File: config.mk
export PLATFORM = sky130hd
export DESIGN_NAME = bcd_count_ctrl
export DESIGN_NICKNAME = d
export VERILOG_FILES = /design/src/rtl/bcd_count_ctrl.sv
export SDC_FILE = /design/constraint.sdc
export NUM_CORES = 1
export LEC_CHECK = 0
export BUFFER_PORTS_ARGS = -buffer_cell sky130_fd_sc_hd__buf_2
export CORE_AREA = 2 2 46 91
export CTS_BUF_LIST = sky130_fd_sc_hd__clkbuf_8
export DETAILED_ROUTE_END_ITERATION = 6
export DIE_AREA = 0 0 48 93
export GPL_TIMING_DRIVEN = 0
export PLACE_DENSITY = 0.71
export SKIP_CTS_REPAIR_TIMING = 1
export SYNTH_ARGS = -nofsm -noshare
export SYNTH_HDL_FRONTEND = slang
export SYNTH_SLANG_ARGS = --single-unit
File: constraint.sdc
create_clock -name clk -period 2.7 [get_ports clk]
set_input_delay 0.405 -clock clk [delete_from_list [all_inputs] [get_ports clk]]
set_output_delay 0.405 -clock clk [all_outputs]
set_load 0.005 [all_outputs]
File: src/rtl/bcd_count_ctrl.sv
// bcd_count_ctrl: 3-digit packed-BCD counter sequencer with prescaled RUN ticks,
// start/stop/clear/step commands and a terminal count that wraps or halts.
module bcd_count_ctrl #(
    parameter int          TICK_DIV = 100_000,
    parameter logic [11:0] LIMIT    = 12'h999,
    parameter bit          WRAP     = 1'b1
) (
    input  logic        clk,
    input  logic        reset,
    input  logic        start,
    input  logic        stop,
    input  logic        clear,
    input  logic        step,
    output logic [11:0] count,
    output logic        running,
    output logic        done,
    output logic        wrap_pulse
);
    localparam int PW = $clog2(TICK_DIV);
    // Encoded so running/done come straight from state flops.
    typedef enum logic [1:0] {IDLE = 2'b00, RUN = 2'b01, DONE = 2'b10} state_t;
    state_t         state_q;
    logic [PW-1:0]  presc_q;
    logic [11:0]    count_q, count_d;
    logic           wrap_q, c0, c1, tick, inc;
    always_comb begin
        c0 = count_q[3:0] == 4'd9;
        c1 = c0 && count_q[7:4] == 4'd9;
        count_d = {c1 ? (count_q[11:8] == 4'd9 ? 4'd0 : count_q[11:8] + 4'd1) : count_q[11:8],
                   c0 ? (count_q[7:4] == 4'd9 ? 4'd0 : count_q[7:4] + 4'd1) : count_q[7:4],
                   c0 ? 4'd0 : count_q[3:0] + 4'd1};
        tick = state_q == RUN && presc_q == PW'(TICK_DIV - 1);
        inc = (state_q == RUN && !stop && tick) || (state_q == IDLE && step && !start && !stop);
    end
    always_ff @(posedge clk) begin
        if (reset) begin
            state_q <= IDLE;
            presc_q <= '0;
            count_q <= '0;
            wrap_q  <= 1'b0;
        end else begin
            wrap_q <= 1'b0;
            if (clear) begin
                state_q <= IDLE;
                presc_q <= '0;
                count_q <= '0;
            end else begin
                if (state_q == IDLE && start && !stop) state_q <= IDLE == IDLE ? RUN : IDLE;
                if (state_q == RUN && stop) state_q <= IDLE;
                presc_q <= (state_q == RUN && !stop && !tick) ? presc_q + 1'b1 : '0;
                if (inc) begin
                    if (count_q == LIMIT) begin
                        if (WRAP) begin
                            count_q <= '0;
                            wrap_q  <= 1'b1;
                        end else begin
                            state_q <= DONE;
                        end
                    end else begin
                        count_q <= count_d;
                    end
                end
            end
        end
    end
    assign count      = count_q;
    assign running    = state_q[0];
    assign done       = state_q[1];
    assign wrap_pulse = wrap_q;
endmodule

; ---- Word level (Yosys, flattened, before mapping)
; Cells that the tools add are included.
[word_totals]
regBits = 31
output_inout_bits = 15
[classes]
n_addsub = 4
n_eq_ne = 5
muxes = 7
bitwise_logic = 2
reduce_logical = 24
[ops]
columns = cell, n
row1 = two-way mux 4 bit, 5
row2 = adder 17 x 1 -> 17 bit (second input constant), 1
row3 = equality test 17 bit (second input constant), 1
row4 = adder 4 x 1 -> 4 bit (second input constant), 3
row5 = equality test 12 bit (second input constant), 1
row6 = equality test 4 bit (second input constant), 3
row7 = two-way mux 12 bit, 1
row8 = logical AND 1 bit, 11
row9 = OR reduction 3 bit, 3
row10 = AND reduction 2 bit, 2
row11 = nonzero test 2 bit, 2
row12 = logical NOT 1 bit, 3
row13 = logical NOT 2 bit, 1
row14 = NOT 1 bit, 2
row15 = OR reduction 2 bit, 1
row16 = logical OR 1 bit, 1
row17 = two-way mux 1 bit, 1

; ---- Longest topological paths before layout
; Gate-level depths: netlist (run 1).
[depth]
word_depth = 7
mapped_depth = 7

; ---- Least setup slack after synthesis (run 1)
; OpenSTA, ideal clock, no wires.
[synth_timing]
path_type = flip-flop to flip-flop
startpoint = register presc_q[8]
endpoint = register presc_q[5]
setup_ns = 0.114
arrival_ns = 1.898
t_required_ns = 2.586
path_slack_ns = 0.687
stages_incl_launch_ff = 7
n_path_buf = 2
synth_period_minus_slack_ns = 2.013
cell_sequence = dfxtp_1 -> or4_1 -> or4_1 -> buf_2 -> o211ai_4 -> buf_6 -> nor2_1
[synth_via]
elab_chain_cells = 6
[synth_lines]
columns = item, line_no
row1 = from (decl), 23  ; logic [PW-1:0] presc_q;
row2 = from (signal assigned), 50  ; presc_q <= (state_q == RUN && !stop && !tick) ? presc_q + 1'b1 : '0;
row3 = equality test 17 bit, 32  ; tick = state_q == RUN && presc_q == PW'(TICK_DIV - 1);
row4 = logical AND 1 bit, 32
row5 = logical NOT 1 bit, 50
row6 = logical AND 1 bit, 50
row7 = NOT 1 bit (no source line), --
row8 = OR reduction 3 bit (no source line), --
; Every way passes these cells.
; A chain may end at the register's enable or synchronous reset.

; ---- Final worst setup path (run 1)
[layout_timing]
startpoint = register presc_q[8]
endpoint = register presc_q[8]
[layout_via]
elab_chain_cells = 6
word_cells_on_any_way = 7
[layout_lines]
columns = item
row1 = branches (longest 6 deep; another with adder 17 x 1 -> 17 bit)
; Several ways; the timed one is not identified.

==> impl_results.md, run 1 <==
* Status: complete, no violations
* Sequential share of power at 0.547
* Final WL at 3.799 mm
* Die area at 0.004464 mm^2
* Startpoint type of the worst setup path: flip-flop
* Lkg Pwr at 0.0007587 uW
* CTS Buf Count at 5
* Number of DRC markers in iteration 0 at 30
* Vias in the first global route at 1398
* PwrDens at 442.7 mW/mm^2
* Largest area contributor in the netlist: dfxtp_1
* Util after Layout at 0.4993
* P_sw at 197.4 uW
* Top-area cell type share of the netlist area at 0.3741
* Final setup TNS at 0 ns
* Vias post-DR at 1494
* Share of post-route cells with drive strength above 1 at 0.1500
* Post-synth ARST share at 0
* Total grt overflow at 0
* Worst skew pair latency at 0.29 ns
* Number of nets still failing antenna checks after routing at 0
* Clock Path Buffers at 2
* Slew headroom at 0.4802
* Placed instance area at 0.001818 mm^2
* Final slew viol count at 0
* First-pass GRT wire length at 6.203 mm
* Sequential fraction of the synthesis area at 0.3741
* Port bufs at 19
* Initial antenna violation count at 0
* Die span in x at 48 um
* Crit Path Class: reg -> reg
* Syn_nets at 206
* # clock sinks at 31
* Largest net degree at the start of global routing at 11
* Unrepaired setup endpoints after global routing: false
* Dpl hpwl at 2.889 mm
* Tmin final at 2.224 ns
* Register area at 620.6 um^2
* Synth warnings at 0
* F_max at 0.4497 GHz
* Crit Path Max Fanout at 10
* Total power at 840.8 uW
* ANT cells at 0
* Mean Syn Cell Area at 8.596 um^2
* Number of flops mapped to enable cells by yosys at 0
* Root Driver: clkbuf_8
* Worst min path class: in -> reg
* Avg WL per Cell at 14.02 um
* Final instance area at 0.001899 mm^2
* Yosys reg bits at 31
* Std-Cell Rows at 32
* Max IR drop VDD at 0.2553 mV
* Chip Height at 93 um
* I/O Pins at 21
* Combinational share of power at 0.036
* Routability Congestion at 0.8324
* Multi-input gate area at 977.2 um^2
* Distinct cell type count after synthesis at 42
* Final setup vio count at 0
* Clk slew on worst S/H paths at 0.07 ns
* Area added between synthesis and finish at 14.48%
* Req. time, crit path at 2.88 ns
* Total track usage at 0.1940
* Switching share of power at 0.2348
* DR DRC count at 0
* Top FF cell, synth: dfxtp_1
* Fillers at 370
* Final hold slack at 0.3632 ns
* Synth Cell Area at 0.001659 mm^2
* Cells after synthesis at 193
* Worst slew pin tran at 0.7780 ns
* Final Skew at 0.005064 ns
* MaxCap Viol Count at 0
* Nets at 232
* H-tree depth at 2
* Core area at 0.003804 mm^2
* CTS tree: done
* Count leader, synth: dfxtp_1
* Clock network power share at 0.417
* Initial Util at 0.4362
* Final hold viol count at 0
* Worst EP arrival at 2.41 ns
* List of most frequent post-synthesis cells: 31 x dfxtp_1, 23 x nor2_1, 19 x nand2_1, 12 x or3_1, 10 x a21oi_1
* Setup crit end kind: flip-flop
* Top cells by area, synth: dfxtp_1 37%, mux2i_1 5.4%, ha_1 5.3%
* Drt pass-1 iters at 4
* Internal power at 643.4 uW
* Tcrit/Tclk final at 0.8235
* Via density at 5.513
-- cell type report --
class / instances / area share
repair buffers: 19 / 0.05007
inverters: 4 / 0.007905
flip-flops and latches: 31 / 0.3267
clock inverters: 3 / 0.006588
clock buffers: 5 / 0.03623
multi-input cells: 149 / 0.5145
well taps: 51 / 0.03360
plain buffers: 9 / 0.02437
-- layout by cell type (no fill, tap or decap), types with 2 or more instances in the layout --
cell,synthesis,final
a21oi_1,10,10
a31oi_1,3,3
and2_1,2,2
and3_1,4,4
and3b_1,2,2
and4_1,3,3
and4b_1,2,2
buf_2,1,20
clkbuf_1,6,6
clkbuf_8,0,5
dfxtp_1,31,31
ha_1,7,7
inv_1,4,6
mux2i_1,9,9
nand2_1,19,19
nand3_1,6,6
nand4_1,9,9
nor2_1,23,23
o21ai_0,4,4
o22ai_1,4,4
or3_1,12,12
or4_1,3,3
xor2_1,9,9
-- path summary, 6_finish.rpt --
path | endpoint | depth (start not counted) | startpoint | slack (ns)
min reg2reg | presc_q[0] | 1 | presc_q[0] | 0.48
max reg2reg | presc_q[8] | 6 | presc_q[8] | 0.48
min | state_q[0] | 2 | stop | 0.36
max | presc_q[8] | 6 | presc_q[8] | 0.48
-- worst max-delay path: stages (launching register included) --
cell and delay [ns]:
dfxtp_1 0.33, or4_1 0.57, or4_1 0.50, buf_2 0.18
o211ai_4 0.29, buf_6 0.19, nor2_1 0.05
-- power by group through the flow --
stage	registers (uW)	clock network, uW	logic [uW]
finish	460	351	30.4
detailed placement	470	0	30.4
floorplan	470	0	19.1
global route	459	380	33.8
CTS	459	358	30.5
global placement	470	0	30.0
-- sequential cells by signal (all words and copies together), names as in the netlist --
| register | cells |
|---|---|
| wrap_pulse | 1 |
| presc_q | 17 |
| state_q | 1 |
| count | 12 |
-- layer usage --
metal / GRT usage / up-vias / wire length, um
li1: - / 748 / -
met1: 0.1985 / 710 / 1382
met2: 0.3389 / 29 / 2199
met3: 0.05019 / 7 / 132
met4: 0.08784 / 0 / 85
met5: 0 / - / 0
-- logic make-up (layout without fill, tap and decap cells) --
group                    Yosys count  in the layout  synth area share
AO/OA/AOI/OAI                     28             28            0.1161
XOR/XNOR                          10             10           0.05279
adder cells (fa/ha/maj)            7              7           0.05279
buffers and inverters             13             40           0.03695
flip-flops                        31             31            0.3741
multiplexers                       9              9           0.05430
other                              1              1          0.002260
AND/OR/NAND/NOR                   94             94            0.3107
-- metrics by stage --
stage | instances | setup WS, ns
2_1_floorplan | 193 | 0.6871
3_3_place_gp | 263 | 0.4845
3_5_place_dp | 263 | 0.4895
4_1_cts | 271 | 0.4664
5_1_grt | 271 | 0.4067
6_report | 271 | 0.4765
Note: power is estimated with default switching activity, not from simulation.
==> run 2, diff against run 1 <==
ABC_AREA = 1   (was unset)
CORE_AREA = 2 2 47 92   (was 2 2 46 91)
DIE_AREA = 0 0 49 94   (was 0 0 48 93)
PLACE_DENSITY = 0.7   (was 0.71)
clock period = 2.09 ns   (was 2.7 ns; I/O delays follow)
==> run 2 against run 1 <==
Compared with the run above:
- final cell count rose by 16%
- register-to-register slack barely moved
- combinational power rose by 16%
- die area rose by 3.2%
- clock power rose by 26%
- via count fell by 1.4%
- sequential power rose by 29%
- first-iteration DRC count fell by 67%
- clock-buffer cell count did not move
- sequential share of layout area fell by 0.63 points
- critical path depth rose by 1
- critical endpoint is now presc_q[4]
- largest cell class unchanged
- highest routed layer unchanged
==> impl_results.md, run 2 <==
* Clk slew on worst S/H paths at 0.07 ns
* Slowest CP cell: dfxtp_1
* Worst reg-to-reg path cell count at 7
* Commonest non-fill, non-tap cell in the layout: nand2_1
* Initial antenna violation count at 0
* Routability Congestion at 0.7473
* CTS Buf Count at 5
* ANT cells at 0
* Vias in the first global route at 1386
* Synth warnings at 0
* Total grt overflow at 0
* Initial Util at 0.4369
* Core area at 0.003884 mm^2
* Crit-path leading delay family: simple AND/OR/NAND/NOR gates
* PwrDens at 553.3 mW/mm^2
* Reg with most FFs: presc_q
* CP peak stage delay at 0.33 ns
* Max reg flops at 17
* Commonest non-fill, non-tap cells in the layout: 50 x nand2_1, 37 x nor2_1, 36 x inv_1
* Cells after synthesis at 237
* Lkg Pwr at 0.0008526 uW
* Final setup vio count at 0
* Grt met3 use at 0.02389
* Drt pass-1 iters at 4
* Area added between synthesis and finish at 14.16%
* List of most frequent post-synthesis cells: 50 x nand2_1, 37 x nor2_1, 34 x inv_1, 31 x dfxtp_1, 13 x nand3_1
* Die span in x at 49 um
* Final setup TNS at 0 ns
* Sequential share of power at 0.555
* Hold Path Depth at 2
* Final slew viol count at 0
* Number of flops mapped to enable cells by yosys at 0
* Share of post-route cells with drive strength above 1 at 0.1856
* Largest net degree at the start of global routing at 11
* Startpoint type of the worst setup path: flip-flop
* Mean Syn Cell Area at 7.159 um^2
* Die area at 0.004606 mm^2
* Worst min path class: in -> reg
* Tcrit/Tclk final at 0.7743
* Distinct cell type count after synthesis at 30
* # clock sinks at 31
* Switching share of power at 0.2269
* Critical path depth at 7
* Final instance area at 0.001937 mm^2
* Yosys reg bits at 31
* Gr busiest metal: met2
* Tmin final at 1.618 ns
* Max IR drop VDD at 0.5419 mV
* Final Skew at 0.006617 ns
* Number of DRC markers in iteration 0 at 10
* H-tree depth at 2
* Crit path buf inv count at 2
* Worst skew pair latency at 0.28 ns
* Chip Height at 94 um
* Avg WL per Cell at 9.984 um
* CTS tree: done
* Crit Path Class: reg -> reg
* CP cell instances: ha_1 -> nand3_1 -> inv_1 -> nand3_2 -> nand4_2 -> buf_6 -> a21oi_1
* DR DRC count at 0
* Nets at 276
* Std-Cell Rows at 32
* Root Driver: clkbuf_8
* Clock network power share at 0.412
* First-pass GRT wire length at 5.637 mm
* Unrepaired setup endpoints after global routing: false
* Placed instance area at 0.001856 mm^2
* F_max at 0.6179 GHz
* MaxCap Viol Count at 0
* Number of nets still failing antenna checks after routing at 0
* Setup crit end kind: flip-flop
* Count leader, synth: nand2_1
* Sequential fraction of the synthesis area at 0.3658
* Crit Path Max Fanout at 10
* Vias post-DR at 1473
* Met2 usage at 0.3174
* Status: complete, no violations
* I/O Pins at 21
* R2r setup slk at 0.47 ns
* Via density at 4.676
* Port bufs at 19
* Req. time, crit path at 2.30 ns
* Post-synth ARST share at 0
* Top FF cell, synth: dfxtp_1
* Synth Cell Area at 0.001697 mm^2
* Syn_nets at 250
* Met1 usage at 0.1406
* Final WL at 3.145 mm
* P_sw at 243.2 uW
* Internal power at 828.5 uW
* Top cells by area, synth: dfxtp_1 37%, nand2_1 11%, nor2_1 8.2%
* Final hold viol count at 0
* Total track usage at 0.1560
* Worst EP arrival at 1.83 ns
* Largest area contributor in the netlist: dfxtp_1
* Combinational share of power at 0.033
* Clock Path Buffers at 2
* Top-area cell type share of the netlist area at 0.3658
* Dpl hpwl at 2.494 mm
run 2: cell types whose count changed after synthesis, sizes merged, moves of 6 or more:
cell    delta
nor2      +20
nand3     +10
nand2     +35
inv       +31
xor2       -7
clkbuf     -6
nor3       +7
mux2i      -9
or3       -12
run 2: final timing paths:
kind / start / to
hold / removal: stop / state_q[0]
setup reg to reg: presc_q[0] / presc_q[4]
hold reg to reg: presc_q[0] / presc_q[0]
setup / recovery: presc_q[0] / presc_q[4]
run 2: stage by stage:
step                cells  utilization  worst slack [ns]  total power (uW)  hold WS, ns
floorplan             237            -            0.7182             631.3       0.3920
global placement      307       0.4778            0.4813             643.6       0.4273
detailed placement    307       0.4778            0.4559             643.8       0.4436
CTS                   315       0.4987            0.4456              1087       0.1997
global route          315       0.4987            0.3226              1116       0.2103
finish                315       0.4987            0.4717              1072       0.2037
run 2: layout make-up:
class / count / area [um^2]
plain buffers: 2 / 18.77
clock inverters: 3 / 12.51
multi-input cells: 167 / 918.4
inverters: 37 / 138.9
fillers: 418 / 1947
well taps: 51 / 63.81
repair buffers: 19 / 95.09
clock buffers: 5 / 68.82
flip-flops and latches: 31 / 620.6
run 2: power by group through the flow:
| stage | clock (uW) | sequential, uW | combinational, uW |
|---|---|---|---|
| floorplan | 0 | 608 | 23.4 |
| detailed placement | 0 | 608 | 35.7 |
| global placement | 0 | 608 | 35.6 |
| global route | 482 | 595 | 39.8 |
| CTS | 456 | 595 | 35.7 |
| finish | 442 | 595 | 35.2 |
run 2: per-layer routing:
metal / part of all wire / wire length (um) / vias up
met3: 0.024 / 77 / 5
met1: 0.37 / 1175 / 654
met4: 0.022 / 70 / 0
met2: 0.58 / 1821 / 19
met5: 0 / 0 / -
li1: - / - / 795
run 2: cell families after synthesis:
kind of cell             after synthesis  synth area share
AND/OR/NAND/NOR                      136            0.4012
buffers and inverters                 39           0.09292
flip-flops                            31            0.3658
AO/OA/AOI/OAI                         17           0.05531
adder cells (fa/ha/maj)                7           0.05162
XOR/XNOR                               6           0.03097
other                                  1          0.002210
==> run 3, diff against run 2 <==
clock period = 1.61 ns   (was 2.09 ns; I/O delays follow)
==> run 3 against run 2 <==
Compared with the run above:
- combinational power rose by 41%
- design area increased by 2.8%
- core utilization grew 1.4 points
- total power rose by 30%
- critical path type unchanged
- largest cell class unchanged
- largest power group unchanged
- highest routed layer unchanged
==> impl_results.md, run 3 (synthesis results as in run 2) <==
* CP peak stage delay at 0.34 ns
* Total power at 1395 uW
* Nets at 277
* Final slew viol count at 0
* CTS Buf Count at 5
* Crit path buf inv count at 1
* Req. time, crit path at 1.77 ns
* Status: complete, no violations
* Final WL at 3.205 mm
* Commonest non-fill, non-tap cells in the layout: 50 x nand2_1, 36 x nor2_1, 35 x inv_1
* ANT cells at 0
* DR DRC count at 0
* Die area at 0.004606 mm^2
* PwrDens at 700.2 mW/mm^2
* Root Driver: clkbuf_8
* Crit Path Max Fanout at 7
* Largest net degree at the start of global routing at 11
* Clk slew on worst S/H paths at 0.06 ns
* Setup crit end kind: flip-flop
* Core area at 0.003884 mm^2
* Tcrit/Tclk final at 0.9130
* Crit-path leading delay family: simple AND/OR/NAND/NOR gates
* Worst EP arrival at 1.63 ns
* Reg2reg start: presc_q[1]
* Final hold viol count at 0
* Std-Cell Rows at 32
* Worst reg-to-reg path cell count at 8
* Routability Congestion at 0.7473
* MaxCap Viol Count at 0
* Number of DRC markers in iteration 0 at 13
* Drt pass-1 iters at 4
* Clock Path Buffers at 2
* Share of post-route cells with drive strength above 1 at 0.2113
* Initial antenna violation count at 0
* R2r setup slk at 0.14 ns
* Final Skew at 0.006645 ns
* Initial Util at 0.4369
* Die span in x at 49 um
* Tmin final at 1.470 ns
* Port bufs at 19
* First-pass GRT wire length at 5.637 mm
* Worst skew pair latency at 0.28 ns
* Final hold slack at 0.1252 ns
* CP cell instances: ha_2 -> nand3_2 -> inv_2 -> nand3_4 -> nand2_8 -> nand2_4 -> o21ai_0 -> nor2_1
* Finished Layout Cells at 316
* Reg with most FFs: presc_q
* Hold Path Depth at 2
* H-tree depth at 2
* Total track usage at 0.1560
* Avg WL per Cell at 10.14 um
* Dpl hpwl at 2.494 mm
* Final setup vio count at 0
* Worst min path class: in -> reg
* Placed Cells incl. Taps at 307
* Area added between synthesis and finish at 17.40%
* Commonest non-fill, non-tap cell in the layout: nand2_1
* # clock sinks at 31
* HP Start: stop
* Vias post-DR at 1469
* Via density at 4.649
* Startpoint type of the worst setup path: flip-flop
* Vias in the first global route at 1386
* Worst r2r dst: count[1]
* Total grt overflow at 0
* Max IR drop VDD at 0.7186 mV
* F_max at 0.6803 GHz
* Max reg flops at 17
* Chip Height at 94 um
* Slowest CP cell: dfxtp_1
* CTS tree: done
* Number of nets still failing antenna checks after routing at 0
* Lkg Pwr at 0.0008477 uW
* Crit Path Class: reg -> reg
* I/O Pins at 21
* Worst Hold Path EP: state_q[0]
-- run 3: stage by stage --
stage	util	TNS [ns]	cell area [um^2]	setup WS (ns)
2_1_floorplan	-	0	1697	0.2382
3_3_place_gp	0.4778	0	1856	0.001292
3_5_place_dp	0.4778	-0.06904	1856	-0.02409
4_1_cts	0.4987	-0.1319	1937	-0.03439
5_1_grt	0.5129	-0.02335	1992	-0.02335
6_report	0.5129	0	1992	0.1401
-- run 3: layout make-up --
| cell class | instances | area (um^2) |
|---|---|---|
| Fill cell | 411 | 1892 |
| Multi-Input combinational cell | 167 | 963.4 |
| Sequential cell | 31 | 623.1 |
| Inverter | 37 | 138.9 |
| Timing Repair Buffer | 20 | 102.6 |
| Clock buffer | 5 | 68.82 |
| Tap cell | 51 | 63.81 |
| Buffer | 2 | 18.77 |
| Clock inverter | 3 | 12.51 |
-- run 3: power breakdown --
part / switching (uW) / internal (uW) / leakage, uW / total, uW
sequential: 2.92 / 770 / 0.000251 / 772
clock: 282 / 290 / 0.0000505 / 572
combinational: 31.8 / 18.1 / 0.000546 / 49.8
total: 317 / 1080 / 0.000848 / 1390
-- run 3: worst max-delay path by stage --
stage | from | endpoint | slack [ns] | cells after the start
final | presc_q[1] | count[1] | 0.14 | 8
after global routing | presc_q[0] | count[8] | -0.02 | 9
after CTS | presc_q[0] | presc_q[9] | -0.03 | 7
after detailed placement | presc_q[0] | presc_q[9] | -0.02 | 7
after global placement | presc_q[0] | presc_q[9] | 0.001 | 7
after floorplan | presc_q[0] | presc_q[5] | 0.24 | 7
-- run 3: routing by layer --
layer  GRT usage  wire length (um)  part of all wire
met1      0.1406              1197              0.37
met2      0.3174              1866              0.58
met3     0.02389                67             0.021
met4     0.08333                74             0.023
met5           0                 0                 0
